===== config.mk =====
export PLATFORM = sky130hd
export DESIGN_NAME = subnormal_handling
export DESIGN_NICKNAME = d
export VERILOG_FILES = /design/src/rtl/fp16_pkg.sv /design/src/rtl/fp16_pack_comb.sv /design/src/rtl/subnormal_handling.sv
export SDC_FILE = /design/constraint.sdc
export NUM_CORES = 1
export LEC_CHECK = 0
export CORE_MARGIN = 2
export CORE_UTILIZATION = 60
export DETAILED_ROUTE_END_ITERATION = 8
export DONT_BUFFER_PORTS = 1
export PLACE_DENSITY_LB_ADDON = 0.08
export SYNTH_ARGS = -nofsm -noshare
export SYNTH_HDL_FRONTEND = slang
export SYNTH_SLANG_ARGS = --single-unit
export TNS_END_PERCENT = 1

===== constraint.sdc =====
create_clock -name clk -period 2.82 [get_ports clk]
set_clock_uncertainty 0.2 [all_clocks]
set_input_delay 0.705 -clock clk [delete_from_list [all_inputs] [get_ports clk]]
set_output_delay 0.705 -clock clk [all_outputs]
set_load 0.02 [all_outputs]

===== src/rtl/fp16_pkg.sv =====
// Shared binary16 definitions for the SD4 MAC packing stage.
// Field layout, exponent limits, class tags and the signed zero/infinity encodings.
package fp16_pkg;

    localparam int FP16_EXP_W   = 5;
    localparam int FP16_FRAC_W  = 10;
    localparam int FP16_BIAS    = 15;
    localparam int FP16_EXP_MAX = 31;

    typedef struct packed {
        logic                   sign;
        logic [FP16_EXP_W-1:0]  exp;
        logic [FP16_FRAC_W-1:0] frac;
    } fp16_t;

    typedef enum logic [1:0] {
        CLS_ZERO,
        CLS_INF,
        CLS_NORM,
        CLS_SUB
    } fp16_class_e;

    localparam fp16_t FP16_POS_ZERO = '{sign: 1'b0, exp: '0,  frac: '0};
    localparam fp16_t FP16_NEG_ZERO = '{sign: 1'b1, exp: '0,  frac: '0};
    localparam fp16_t FP16_POS_INF  = '{sign: 1'b0, exp: '1,  frac: '0};
    localparam fp16_t FP16_NEG_INF  = '{sign: 1'b1, exp: '1,  frac: '0};

endpackage


===== src/rtl/fp16_pack_comb.sv =====
// Combinational classify/shift/pack of a signed biased exponent and an 11-bit
// significand into a binary16 word; subnormals are truncated, never rounded.
module fp16_pack_comb
    import fp16_pkg::*;
#(
    parameter int EXP_W = 7,
    parameter int SIG_W = 11
) (
    input  logic signed [EXP_W-1:0] i_exp,
    input  logic                    i_sign,
    input  logic        [SIG_W-1:0] i_sig,
    output fp16_t                   o_result
);

    // Thresholds are signed so that e.g. 7'b1111101 is read as -3, not 125.
    localparam logic signed [EXP_W-1:0] EXP_INF = EXP_W'(FP16_EXP_MAX);
    localparam logic signed [EXP_W-1:0] EXP_ONE = EXP_W'(1);

    fp16_class_e            w_class;
    logic [EXP_W:0]         w_shift;
    logic [FP16_FRAC_W-1:0] w_sub_frac;

    // s = 1 - E, one bit wider than E so -64 maps to 65; only meaningful when E <= 0.
    assign w_shift    = (EXP_W+1)'(1) - {i_exp[EXP_W-1], i_exp};
    assign w_sub_frac = FP16_FRAC_W'(i_sig >> w_shift);

    always_comb begin
        // NOTE: every combinational output gets a default first so no latch is inferred.
        w_class = CLS_SUB;
        if (i_sig == '0) begin
            w_class = CLS_ZERO;
        end else if (i_exp >= EXP_INF) begin
            w_class = CLS_INF;
        end else if (i_exp >= EXP_ONE) begin
            w_class = CLS_NORM;
        end
    end

    always_comb begin
        o_result = i_sign ? FP16_NEG_ZERO : FP16_POS_ZERO;
        case (w_class)
            CLS_INF: begin
                o_result = i_sign ? FP16_NEG_INF : FP16_POS_INF;
            end
            CLS_NORM: begin
                o_result.exp  = i_exp[FP16_EXP_W-1:0];
                o_result.frac = i_sig[FP16_FRAC_W-1:0];
            end
            CLS_SUB: begin
                o_result.frac = w_sub_frac;
            end
            default: begin
            end
        endcase
    end

endmodule


===== src/rtl/subnormal_handling.sv =====
// Final packing stage of the SD4 MAC datapath: binary16 pack plus one
// registered output stage with a valid flag.
module subnormal_handling
    import fp16_pkg::*;
#(
    parameter int EXP_W = 7,
    parameter int SIG_W = 11,
    parameter int OUT_W = 16
) (
    input  logic                    clk,
    input  logic                    rst,
    input  logic                    in_valid,
    input  logic signed [EXP_W-1:0] exp_final,
    input  logic                    sign,
    input  logic        [SIG_W-1:0] norm_sum,
    output logic        [OUT_W-1:0] out,
    output logic                    out_valid
);

    fp16_t            w_result;
    logic [OUT_W-1:0] r_out;
    logic             r_valid;

    fp16_pack_comb #(
        .EXP_W (EXP_W),
        .SIG_W (SIG_W)
    ) u_pack (
        .i_exp    (exp_final),
        .i_sign   (sign),
        .i_sig    (norm_sum),
        .o_result (w_result)
    );

    // Output holds its last value on idle cycles; only the valid flag drops.
    always_ff @(posedge clk or posedge rst) begin
        if (rst) begin
            r_out   <= '0;
            r_valid <= 1'b0;
        end else begin
            // NOTE: non-blocking assignments keep every flop sampling pre-edge values.
            r_valid <= in_valid;
            if (in_valid) begin
                r_out <= OUT_W'(w_result);
            end
        end
    end

    assign out       = r_out;
    assign out_valid = r_valid;

endmodule


# Word-level counts from Yosys, hierarchy flattened

Index checks and enable logic that the tools add are counted.

Register bits: 17
Output and inout bits: 17
Logic and storage cells: 18

Equal/unequal tests: 3
Reductions and logical operators: 1
Shifts and indexed selects: 1
$lt $le $gt $ge: 2
Multiplexer cells: 8
Add/sub/neg operators: 1

Operator list:

| operator                                                                            | number |
|---|---|
| 16-bit two-way mux                                                                  | 2 |
| 10-bit case mux with 3 select lines                                                 | 1 |
| 11-bit logical NOT                                                                  | 1 |
| 11-bit by 8-bit right shift with 10-bit output                                      | 1 |
| 5-bit case mux with 2 select lines                                                  | 1 |
| 2-bit by 7-bit subtractor with 8-bit output, first input constant                   | 1 |
| 7-bit by 2-bit greater-or-equal comparator with 1-bit output, second input constant | 1 |
| 7-bit by 6-bit greater-or-equal comparator with 1-bit output, second input constant | 1 |
| 2-bit equality test, second input constant                                          | 2 |
| 2-bit two-way mux                                                                   | 2 |
| 2-bit by 1-bit equality test with 1-bit output, second input constant               | 1 |
| 1-bit two-way mux                                                                   | 2 |

# Logic depth before layout (Yosys ltp)

Gate-level depths: netlist of the first run.

Word-level depth: 6
Mapped depth: 14
Depth with buffers taken out: 12

# Hierarchy

From an unflattened synthesis of the first run, not the netlist that was laid out.

Cell total of the unflattened synthesis: 172
Area, all modules: 1,587.8 um^2

Modules (own cells, without submodules):

| module             | area an instance (um^2) | cells an instance | times used | seq. area each (um^2) |
|---|---|---|---|---|
| fp16_pack_comb     | 909.6                   | 136               | 1          | 0.0 |
| subnormal_handling | 678.2                   | 36                | 1          | 425.4 |

# Least setup slack after synthesis of the first run

OpenSTA, ideal clock, no wires.

Kind: input port to flip-flop
Start point: in exp_final[1]
End point: reg r_out[0], in the netlist out[0]
Stages on the path: 10
Buffers on the path: 3
Data required time: 2.489 ns
Arrival: 2.771 ns
Path slack: -0.282 ns
Cells stage by stage: buf_2 -> buf_1 -> inv_1 -> ha_1 -> clkbuf_1 -> mux4_2 -> a22oi_1 -> a21oi_1 -> o311ai_0 -> o21ai_0

Longest elaborated chain between the ends: 6

Ends and longest elaborated chain:

| item                                                                                         | RTL line                 | text |
|---|---|---|
| from (decl)                                                                                  | subnormal_handling.sv:13 | `input logic signed [EXP_W-1:0] exp_final,` |
| 7-bit by 2-bit greater-or-equal comparator with 1-bit output                                 | fp16_pack_comb.sv:34     | `end else if (i_exp >= EXP_ONE) begin` |
| 1-bit two-way mux                                                                            | fp16_pack_comb.sv:34     |  |
| 2-bit two-way mux                                                                            | fp16_pack_comb.sv:32     | `end else if (i_exp >= EXP_INF) begin` |
| 2-bit two-way mux                                                                            | fp16_pack_comb.sv:30     | `if (i_sig == '0) begin` |
| 2-bit equality test / 2-bit by 1-bit equality test with 1-bit output (equally long branches) | fp16_pack_comb.sv:41     | `case (w_class)` |
| 10-bit case mux with 3 select lines *                                                        | fp16_pack_comb.sv:41     |  |
| to (signal assigned)                                                                         | subnormal_handling.sv:43 | `r_out <= OUT_W'(w_result);` |
| to (decl)                                                                                    | subnormal_handling.sv:21 | `logic [OUT_W-1:0] r_out;` |

Every way passes the cells marked *; elsewhere a longest branch is shown, timed or not.
A chain may end at the register's enable or synchronous reset.

# Worst setup path after layout of the first run

Start point: in exp_final[1]
End point: reg r_out[6], in the netlist out[6]

Same word-level chain as after synthesis.

==> flow_metrics.py, run 1 <==
metrics = {
    "clock_tree": {
        "post_cts_hold_buffer_count": 0,
        "post_cts_buffers": 0,
        "clkSlewWorstSetupHoldPaths_ps": 90,
        "cts-root-to-sink-buffers": 2,
        "insertion_delay_ps": 290,
        "cts_tree": "built",
        "htree_num_levels": 1,
        "root_buffer": "clkbuf_4",
        "clock_sinks": 17,
        "cts.repair.resized": 0,
        "cts_inserted_buffers": 3,
    },
    "grt": {
        "overflow": 0,
        "largest_net_degree_at_the_start_of_global_routing": 24,
        "first_pass_grt_wire_length_mm": 5.63,
        "vias_in_the_first_global_route": 1211,
        "grt.total_usage": 0.268,
        "antenna_found_initial": 0,
    },
    "synthesis": {
        "synth_fp_nets": 192,
        "yosys-top-cells-area": "dfrtp_1 (29%), mux4_2 (7.6%), mux2_2 (5.3%)",
        "yosys.cell_types.count": 44,
        "yosys_top_cell_by_area": "dfrtp_1",
        "syn_inst": 165,
        "synth_seq_area_share": 0.286,
        "yosys.area.top_type_share": 0.286,
        "synthesis.area_mm2": 0.00149,
        "postSynthRegisterBits": 17,
        "postSynthAreaPerCell_um2": 9.02,
        "syn_warnings": 0,
    },
    "setup_path": {
        "cp.arrival_ps": 2450,
        "crit_required_ps": 2820,
        "cp_cell_sequence": "ha_1 -> a21o_1 -> a41oi_1 -> o21a_1 -> buf_4 -> ha_1 -> a22oi_1 -> o22ai_1",
        "crit_top_cell": "ha_1",
        "critical-path-slowest-cell": "ha_1",
        "regToRegSetupSlack_ps": 1600,
        "startpoint_type": "primary input",
        "timing.setup.critical_path_class": "in -> reg",
        "critical_path_peak_fanout": 19,
        "critPathMaxStageDelay_ps": 510,
        "critPathCaptureType": "flip-flop",
    },
    "pwr": {
        "power.density_mw_per_mm2": 373,
        "ir_drop_v": 0.000278,
        "pwr-share-clk": 0.224,
        "seqPwrFrac": 0.516,
        "power.static_leakage_nw": 0.614,
        "combinationalPowerShare": 0.260,
        "internal_power_mw": 0.386,
        "swShare": 0.314,
        "netSwitchingPower_mw": 0.177,
    },
    "timing": {
        "setup_repair_after_global_routing_missed_its_margin": "false",
        "worst_hold_slack_ps": 161,
        "finalHoldViolations": 0,
        "top_achievable_clock_speed_mhz": 408,
        "fin_crit_sh": 0.869,
        "finalSetupTns_ps": 0,
        "layout_min_cycle_time_ps": 2450,
        "timing_worst_slew_pin_value_ps": 639,
        "slew_headroom": 0.563,
        "setup_viol_count_final": 0,
        "number_of_max_slew_violations_in_the_final_report": 0,
    },
    "floorplan": {
        "io_pins": 39,
        "core-area_mm2": 0.00241,
        "dieWidth_um": 53.8,
        "die-area_mm2": 0.00289,
        "start_util": 0.617,
        "chipHeight_um": 53.8,
        "placement_rows": 18,
    },
    "placed_design": {
        "portBuffers": 0,
        "gp_congestion": 0.917,
        "dpl_cell_area_mm2": 0.00148,
        "detailed_place_hpwl_mm": 2.70,
    },
    "routing": {
        "vias": 1280,
        "wirelength_mm": 3.50,
        "vias_per_cell": 6.81,
        "dr.pass1.iters": 4,
        "ant_nets": 0,
        "avgRoutedWirePerCell_um": 18.6,
        "drtIter0Drc": 20,
        "detail_route.drc_violations": 0,
    },
    "flow_run": {
        "max_cap_viol_count": 0,
    },
    "layout": {
        "area.growth.synth_to_final_pct": 1.43,
        "finish.instance_area_mm2": 0.00151,
        "final_net_count": 186,
        "final_layout_size_suffix_gt1_frac": 0.146,
        "fillerInstances": 201,
        "post-route-util": 0.626,
        "diodes": 0,
    },
    "outcome": {
        "run_status": "complete, no violations",
    },
    "min_path": {
        "timing.hold.worst.class": "in -> async",
    },
}
synthesized netlist by cell type:
cell type and instances:
inv_1 19, xor2_1 2, nand2_1 10, o21ai_1 2
o22ai_1 10, a22oi_2 3, and3_1 1, o31ai_1 3
nand3_1 3, dfrtp_1 17, a31oi_1 1, buf_6 1
a41oi_1 5, a221oi_1 1, o311ai_0 1, o21a_1 2
clkbuf_1 3, a21oi_1 11, a211oi_1 1, xnor2_1 1
mux2_2 7, nor2b_1 4, nand3b_1 1, buf_4 1
buf_1 2, mux2i_1 5, nand2b_1 3, a22o_1 1
a21o_1 1, mux4_2 5, and2b_1 1, nor2_1 3
ha_1 5, nor4_1 2, a22oi_1 3, a221oi_4 1
a32oi_1 2, or3b_4 1, buf_2 5, a211o_1 1
or3_1 2, a2111oi_0 1, o21ai_0 7, nor3_1 4
through the flow:
step	power, mW	cells	worst slack, ps
5_1_grt	0.598	188	303
3_3_place_gp	0.439	184	155
4_1_cts	0.565	188	365
6_report	0.563	188	369
2_1_floorplan	0.433	165	6.44
3_5_place_dp	0.442	184	64.4
state kept, by name, summed over array words and instances (netlist names):
register and count:
out 16, out_valid 1
cells by family (layout without fill, tap and decap cells):
| family | Yosys count | in the layout | share of synthesized area |
|---|---|---|---|
| xor+xnor | 3 | 3 | 0.0177 |
| mux | 17 | 17 | 0.162 |
| fa+ha+maj | 5 | 5 | 0.0421 |
| simple gates | 35 | 35 | 0.124 |
| compound gates | 57 | 57 | 0.278 |
| flops | 17 | 17 | 0.286 |
| buf+inv | 31 | 24 | 0.0900 |
placed cells by master (no fill, tap or decap), drive strengths merged, types with 6 or more instances in the layout:
| cell | instances |
|---|---|
| mux2 | 7 |
| inv | 19 |
| nand2 | 10 |
| o21ai | 9 |
| a21oi | 11 |
| o22ai | 10 |
| a22oi | 6 |
| dfrtp | 17 |
cell type report:
class | instances | area, µm² | share of cell area
Clock buffer | 4 | 26.3 | 0.0174
Multi-Input combinational cell | 117 | 941 | 0.624
Tap cell | 30 | 37.5 | 0.0249
Inverter | 19 | 71.3 | 0.0473
Timing Repair Buffer | 1 | 7.51 | 0.00498
Sequential cell | 17 | 425 | 0.282
critical path, delay by kind of cell:
kind / cells / cell delay, ps
adders and majority gates: 2 / 680
AOI/OAI and AO/OA: 5 / 920
buffers and inverters: 1 / 160
final timing paths:
kind                                        to  cells past startpoint                from
setup / recovery            out[6]$_DFFE_PP0P_                      8        exp_final[1]
setup reg to reg            out[1]$_DFFE_PP0P_                      3  out[1]$_DFFE_PP0P_
max in group asynchronous   out[5]$_DFFE_PP0P_                      1                 rst
hold / removal             out[13]$_DFFE_PP0P_                      1                 rst
min in group clk           out_valid$_DFF_PP0_                      0            in_valid
hold reg to reg             out[3]$_DFFE_PP0P_                      2  out[3]$_DFFE_PP0P_
power groups by stage:
stage               Combinational [mW]  Clock [mW]  Sequential [mW]
floorplan                        0.140           0            0.293
global placement                 0.144           0            0.295
detailed placement               0.145           0            0.296
CTS                              0.146       0.128            0.291
global route                     0.164       0.140            0.294
finish                           0.147       0.126            0.291
metal layers:
metal  global-route usage  share of wire  up-vias
met4               0.0940          0.016        0
met1                0.385           0.46      626
met3               0.0278          0.053        5
met2                0.415           0.47       48
met5                    0              0        -
li1                     -              -      601
(Power assumes the default switching activity.)
==> inputs of run 2 (changes only) <==
CORE_UTILIZATION = 57   (was 60)
PLACE_DENSITY = 0.75   (was default)
PLACE_DENSITY_LB_ADDON = default   (was 0.08)
clock period = 2.18 ns   (was 2.82 ns; I/O delays follow)
==> flow_metrics.py, run 2 (synthesized netlist as in run 1, its figures left out) <==
metrics = {
    "floorplan": {
        "start_util": 0.601,
        "placement_rows": 18,
        "chipHeight_um": 55.1,
        "core-area_mm2": 0.00248,
        "dieWidth_um": 55.1,
        "die-area_mm2": 0.00303,
        "io_pins": 39,
    },
    "placed_design": {
        "detailed_place_hpwl_mm": 2.75,
        "portBuffers": 0,
        "gp_congestion": 0.882,
        "dpl_cell_area_mm2": 0.00161,
    },
    "outcome": {
        "run_status": "finished, violations left",
        "failed_checks": "negative setup slack",
    },
    "setup_path": {
        "critical_path_buf_inv_count": 2,
        "cp.arrival_ps": 2140,
        "startpoint_type": "primary input",
        "critical-path-top-delay-family": "simple AND/OR/NAND/NOR gates",
        "timing.setup.critical_path_class": "in -> reg",
        "setup.worst_path.start": "exp_final[2]",
        "critPathMaxStageDelay_ps": 380,
        "critical-path-slowest-cell": "or3b_4",
        "timing.rr.start": "out[0]$_DFFE_PP0P_",
        "crit_required_ps": 2140,
        "critPathCaptureType": "flip-flop",
        "critical_path_peak_fanout": 11,
        "cp_cell_sequence": "inv_1 -> ha_4 -> or3b_4 -> buf_4 -> nand3_1 -> nand2_1 -> a221oi_1 -> o31ai_1",
    },
    "clock_tree": {
        "cts_inserted_buffers": 3,
        "insertion_delay_ps": 270,
        "cts_tree": "built",
        "clkSlewWorstSetupHoldPaths_ps": 90,
        "clock_sinks": 17,
        "cts-root-to-sink-buffers": 2,
        "htree_num_levels": 1,
        "root_buffer": "clkbuf_4",
    },
    "routing": {
        "drtIter0Drc": 82,
        "vias_per_cell": 6.78,
        "dr.pass1.iters": 4,
        "avgRoutedWirePerCell_um": 17.9,
        "detail_route.drc_violations": 0,
        "ant_nets": 0,
        "vias": 1376,
        "wirelength_mm": 3.63,
    },
    "flow_run": {
        "max_cap_viol_count": 0,
    },
    "timing": {
        "slew_headroom": 0.599,
        "fin_crit_sh": 1.00,
        "timing_worst_slew_pin_value_ps": 601,
        "finalHoldViolations": 0,
        "setup_repair_after_global_routing_missed_its_margin": "true",
        "layout_min_cycle_time_ps": 2190,
        "top_achievable_clock_speed_mhz": 458,
        "setup_viol_count_final": 1,
        "number_of_max_slew_violations_in_the_final_report": 0,
        "worst_case_setup_margin_in_the_final_layout_ps": -5.20,
    },
    "grt": {
        "antenna_found_initial": 0,
        "first_pass_grt_wire_length_mm": 5.64,
        "vias_in_the_first_global_route": 1321,
        "largest_net_degree_at_the_start_of_global_routing": 24,
        "grt.total_usage": 0.255,
        "overflow": 0,
    },
    "layout": {
        "most-common-layout-cells": "inv_1 (17), dfrtp_1 (17), buf_4 (15)",
        "final_layout_size_suffix_gt1_frac": 0.237,
        "area.growth.synth_to_final_pct": 10.9,
        "final_net_count": 201,
        "largest_register_ffs": 16,
        "fillerInstances": 203,
        "finish.instance_area_mm2": 0.00165,
        "diodes": 0,
    },
    "pwr": {
        "power.density_mw_per_mm2": 457,
        "ir_drop_v": 0.000357,
        "power.static_leakage_nw": 0.691,
        "post-layout-total-power_mw": 0.755,
    },
    "min_path": {
        "timing.hold.worst.class": "in -> async",
    },
}
==> run 2: cell count changes in the layout (fill, tap and decap cells not counted), sizes merged <==
cell | before | now
buf | 1 | 16
==> run 2: through the flow <==
stage	cells	setup TNS (ps)	utilization	setup slack [ps]	hold slack (ps)
after CTS	203	0	0.662	44.1	28.1
after global placement	199	-2040	0.651	-186	320
after floorplan	165	-3930	-	-334	271
after detailed placement	199	-2430	0.651	-248	332
after global routing	203	-40.1	0.666	-14.0	52.8
final	203	-5.20	0.666	-5.20	14.2
==> run 2: where the power goes <==
part / internal (mW) / switching (mW)
logic: 0.114 / 0.107
clock network: 0.0708 / 0.0881
registers: 0.336 / 0.0400
==> run 2: final timing paths <==
check / cells after the start / slack [ps] / endpoint
min in group clk: 0 / 90 / out_valid$_DFF_PP0_
worst max-delay path: 8 / -5 / out[1]$_DFFE_PP0P_
worst max register to register: 3 / 950 / out[0]$_DFFE_PP0P_
worst min-delay path: 1 / 10 / out[13]$_DFFE_PP0P_
worst min register to register: 2 / 450 / out[8]$_DFFE_PP0P_
max in group asynchronous: 1 / 1380 / out[3]$_DFFE_PP0P_
==> run 2: routing by layer <==
metal  wire [µm]  vias up  global-route usage
li1            -      636                   -
met1        1570      658               0.345
met2        1650       78               0.401
met3         374        4              0.0565
met4          29        0              0.0894
met5           0        -                   0
==> run 2: area by class of cell <==
type / instances / area, µm² / share of cell area
multi-input cells: 117 / 952 / 0.577
flip-flops and latches: 17 / 425 / 0.258
repair buffers: 16 / 133 / 0.0804
inverters: 19 / 76.3 / 0.0462
well taps: 30 / 37.5 / 0.0227
clock buffers: 4 / 26.3 / 0.0159
==> run 2: repair_timing <==
item / 4_1_cts / 5_1_grt
endpoints found under the setup margin: 0 / 7
hold buffers: 0 / 0
setup buffers: 0 / 0
resized for setup: 0 / 4
